## config.mk

```make
export PLATFORM = sky130hd
export DESIGN_NAME = switch_debouncer
export DESIGN_NICKNAME = d
export VERILOG_FILES = /design/src/rtl/switch_debouncer.sv
export SDC_FILE = /design/constraint.sdc
export NUM_CORES = 1
export LEC_CHECK = 0
export CAP_MARGIN = 20
export CORE_MARGIN = 2
export CORE_UTILIZATION = 36
export DETAILED_ROUTE_END_ITERATION = 10
export PLACE_DENSITY = 0.51
export SYNTH_ARGS = -nofsm -noshare
export SYNTH_HDL_FRONTEND = slang
export SYNTH_SLANG_ARGS = --single-unit
```

## constraint.sdc

```tcl
create_clock -name clk -period 4.7 [get_ports clk]
set_input_delay 0.94 -clock clk [delete_from_list [all_inputs] [get_ports clk]]
set_output_delay 0.94 -clock clk [all_outputs]
set_load 0.05 [all_outputs]
```

## src/rtl/switch_debouncer.sv

```systemverilog
// Switch debouncer: two-flop synchronizer per line followed by a per-bit
// stability counter. A new level is accepted only after it has been seen
// on the synchronized input for STABLE_CYCLES consecutive cycles.
// Outputs are fully registered; sw_changed pulses in the cycle sw updates.
// Optional macro SW_DEBOUNCE_EDGE_EN adds per-bit sw_rise / sw_fall pulses.
module switch_debouncer #(
   parameter int WIDTH         = 4,
   parameter int STABLE_CYCLES = 100000
) (
   input  logic             clk,
   input  logic             rst,
   input  logic [WIDTH-1:0] sw_raw,
   output logic [WIDTH-1:0] sw,
   output logic             sw_changed
`ifdef SW_DEBOUNCE_EDGE_EN
   ,
   output logic [WIDTH-1:0] sw_rise,
   output logic [WIDTH-1:0] sw_fall
`endif
);

   localparam int            CW = (STABLE_CYCLES < 1) ? 1 : $clog2(STABLE_CYCLES + 1);
   localparam logic [CW-1:0] TC = CW'(STABLE_CYCLES - 1);

   logic [WIDTH-1:0] s1;
   logic [WIDTH-1:0] s2;
   logic [CW-1:0]    cnt     [WIDTH];
   logic [CW-1:0]    cnt_nxt [WIDTH];
   logic [WIDTH-1:0] sw_nxt;

   // Bring the raw pins into clk; no logic between the two stages.
   always_ff @(posedge clk or posedge rst) begin
      if (rst) begin
         s1 <= '0;
         s2 <= '0;
      end else begin
         s1 <= sw_raw;
         s2 <= s1;
      end
   end

   // Per-bit stability count: any matching sample restarts it, terminal count accepts the new level.
   always_comb begin
      sw_nxt = sw;
      for (int i = 0; i < WIDTH; i++) begin
         cnt_nxt[i] = '0;
         if (s2[i] != sw[i]) begin
            if (cnt[i] == TC) begin
               sw_nxt[i] = s2[i];
            end else begin
               cnt_nxt[i] = cnt[i] + CW'(1);
            end
         end
      end
   end

   // Register counters, debounced level and the change strobe together.
   always_ff @(posedge clk or posedge rst) begin
      if (rst) begin
         for (int i = 0; i < WIDTH; i++) begin
            cnt[i] <= '0;
         end
         sw         <= '0;
         sw_changed <= 1'b0;
      end else begin
         for (int i = 0; i < WIDTH; i++) begin
            cnt[i] <= cnt_nxt[i];
         end
         sw         <= sw_nxt;
         sw_changed <= |(sw_nxt ^ sw);
      end
   end

`ifdef SW_DEBOUNCE_EDGE_EN
   // Per-bit edge pulses, coincident with sw_changed.
   always_ff @(posedge clk or posedge rst) begin
      if (rst) begin
         sw_rise <= '0;
         sw_fall <= '0;
      end else begin
         sw_rise <= sw_nxt & ~sw;
         sw_fall <= ~sw_nxt & sw;
      end
   end
`endif

endmodule

```

==> run_results.csv <==
group,metric,value,unit
power,p_seq_frac,0.533,
synthesis,synth_top_cell_area_share,0.536,
final_layout,layout-drive-gt1-share,0.0660,
synthesis,synth_area,3780,sq um
setup_path,cpPeakStageDelay,0.83,ns
detailed_routing,antenna_left,0,
min_path,whs_path_depth,0,
detailed_routing,post_drt_wl_per_cell,13.7,um
setup_path,startpoint_type,"flip-flop",
clocking,cts.htree.levels,3,
clocking,clkTransAtPathRegs,0.08,ns
clocking,cts_buffers,9,
placement,place_congestion,0.807,
detailed_routing,vias,2649,
global_routing,grt_max_degree,58,
sta,fin_skew,0.00579,ns
setup_path,required,3.76,ns
sta,fin_tns_setup,0,ns
power,p_comb_frac,0.036,
final_layout,nets,385,
power,power.internal,1.06,mW
power,swShare,0.212,
placement,dp_hpwl,4660,um
power,p_total,1.35,mW
synthesis,yosysUniqueCellTypes,34,
global_routing,grtUsageTotal,0.137,
min_path,worstHoldStart,"s1[0]",
sta,slew_viol_final,0,
die,die-area,11300,sq um
setup_path,r2r_slack,2.68,ns
setup_path,crit_path_end_kind,"output pin",
synthesis,ys_warn_count,0,
synthesis,synthTopCellsByArea,"dfrtp_1 54%, xnor2_1 7.2%, xor2_1 6.7%, nor2_1 6.3%, nand4_1 4.1%",
setup_path,reg2reg_from,"cnt[0]",
setup_path,cpMaxStageDelayCell,"clkdlybuf4s50_1",
synthesis,synth_seq_area_share,0.536,
power,irDropWorstVdd,0.157,mV
clocking,clock_path_buffers,2,
detailed_routing,drtIter0Drc,92,
detailed_routing,viasPerCell,5.14,
clocking,hold_buffers,0,
detailed_routing,wl,7060,um
sta,fin_crit_sh,0.539,
setup_path,worst-path-buf-inv,1,
clocking,cts_tree,"built",
die,fp.coreArea,10300,sq um
job,drv_cap,0,
detailed_routing,drt_first_pass_iters,4,
global_routing,overflow,0,
final_layout,nFillCells,1049,
die,die_h,106,um
synthesis,synth.largest_area_cell,"dfrtp_1",
setup_path,r2r-end,"cnt[11]",
global_routing,grt_antenna_before_repair,0,
die,rows,37,
power,p_switching,0.286,mW
global_routing,grt_pass1_wl,12500,um
final_layout,area_delta_synth_final,12.8,%
setup_path,path_cells,"clkdlybuf4s50_1",
power,p_per_area,317,nW/um^2
placement,io_buffers,10,
detailed_routing,drc_errors,0,
sta,slew_headroom,0.548,
clocking,clock_sinks,81,
synthesis,avgSynthCellArea,10.5,sq um
setup_path,reg2reg_depth,5,
setup_path,cp.arrival,1.59,ns
final_layout,diodes,0,
power,clockPowerShare,0.431,
die,initial_utilization,0.368,
synthesis,syn_nets,371,
clocking,clk-insertion-delay-late,0.34,ns
sta,rsz0062_at_grt,"no",
setup_path,critical_path_class,"reg -> out",
power,leakagePower,1.72,nW
clocking,postCtsSetupRepairBufs,0,
clocking,cts-resized-gates,0,
sta,fmax,395,MHz
clocking,cts_root_buf,"clkbuf_8",
synthesis,netlist_instances,361,
sta,tightest_slew,0.679,ns
setup_path,worstPathMaxFanout,4,
global_routing,grt_pass1_vias,2607,
min_path,hold_end,"s2[0]",
sta,final_hold_viol_count,0,
die,dieWidth,106,um
outcome,status,"complete, no violations",
sta,hold_slack,0.348,ns
setup_path,path_delay_family,"buffers and inverters",
min_path,hold_path_class,"reg -> reg",
sta,finalSetupViolations,0,
die,ioPinCount,11,
synthesis,ys_ff_latch,81,
sta,fin_crit,2.53,ns
==> cells in the mapped netlist (all sizes together) <==
cell type	n
a211o	1
a21oi	5
and2	2
and3	3
and4	9
buf	5
clkbuf	4
dfrtp	81
ha	4
inv	6
mux2	4
nand2	17
nand2b	1
nand3	23
nand4	25
nand4b	1
nor2	63
nor3	10
nor4	12
nor4b	5
nor4bb	6
o21ai	4
o22ai	1
o31ai	2
or2	2
or3	3
or4	2
xnor2	31
xor2	29
==> cells in the final DEF, fill, tap and decap left out, drive strengths merged, types with 2 or more instances in the layout <==
cell type	n
a21oi	5
and2	2
and3	3
and4	9
buf	2
bufinv	2
clkbuf	13
clkdlybuf4s50	10
dfrtp	81
ha	4
inv	5
mux2	4
nand2	17
nand3	23
nand4	25
nor2	63
nor3	10
nor4	12
nor4b	5
nor4bb	6
o21ai	4
o31ai	2
or2	2
or3	3
or4	2
xnor2	31
xor2	29
==> power groups by stage <==
stage	sequential (mW)	clock, mW	combinational, mW
after floorplan	0.731	0	0.0349
after global routing	0.722	0.630	0.0570
final	0.720	0.582	0.0484
after global placement	0.733	0	0.0485
after CTS	0.720	0.600	0.0488
after detailed placement	0.734	0	0.0487
==> stage by stage <==
step           area [sq um]   util  setup slack [ns]  std cells
2_1_floorplan          3780      -              1.68        361
3_3_place_gp           4020  0.391              2.22        499
3_5_place_dp           4020  0.391              2.21        499
4_1_cts                4250  0.413              2.15        514
5_1_grt                4270  0.415              2.12        515
6_report               4270  0.415              2.17        515
==> cells by family after synthesis <==
| logic type | Yosys count | share of synthesized area |
|---|---|---|
| simple gates | 184 | 0.262 |
| compound gates | 13 | 0.0209 |
| flops | 81 | 0.536 |
| mux | 4 | 0.0119 |
| buf+inv | 15 | 0.0172 |
| xor+xnor | 60 | 0.139 |
| fa+ha+maj | 4 | 0.0132 |
==> registers in the layout (all words and copies together), names as in the netlist <==
register,cells
s1,4
s2,4
cnt,68
sw,4
sw_changed,1
==> worst max-delay path by stage <==
stage | from | endpoint | cells after the start
CTS | sw[2] | sw[2] | 1
global placement | rst | cnt[23] | 3
global route | sw[2] | sw[2] | 1
detailed placement | rst | cnt[52] | 3
finish | sw[2] | sw[2] | 1
floorplan | rst | cnt[0] | 1
==> area by class of cell <==
class	instances	area, sq um	area share
clock buffers	13	169	0.0396
inverters	6	23.8	0.00557
clock inverters	2	60.1	0.0141
well taps	136	170	0.0399
multi-input cells	265	1690	0.396
flip-flops and latches	81	2030	0.475
repair buffers	12	128	0.0299
==> metal layers <==
layer / GRT usage / vias up / part of all wire
met4: 0.0445 / 0 / 0.011
met2: 0.211 / 37 / 0.44
met1: 0.188 / 1310 / 0.51
li1: - / 1294 / -
met5: 0 / - / 0
met3: 0.0386 / 8 / 0.038
No activity file was read; power rests on OpenSTA's default activity.
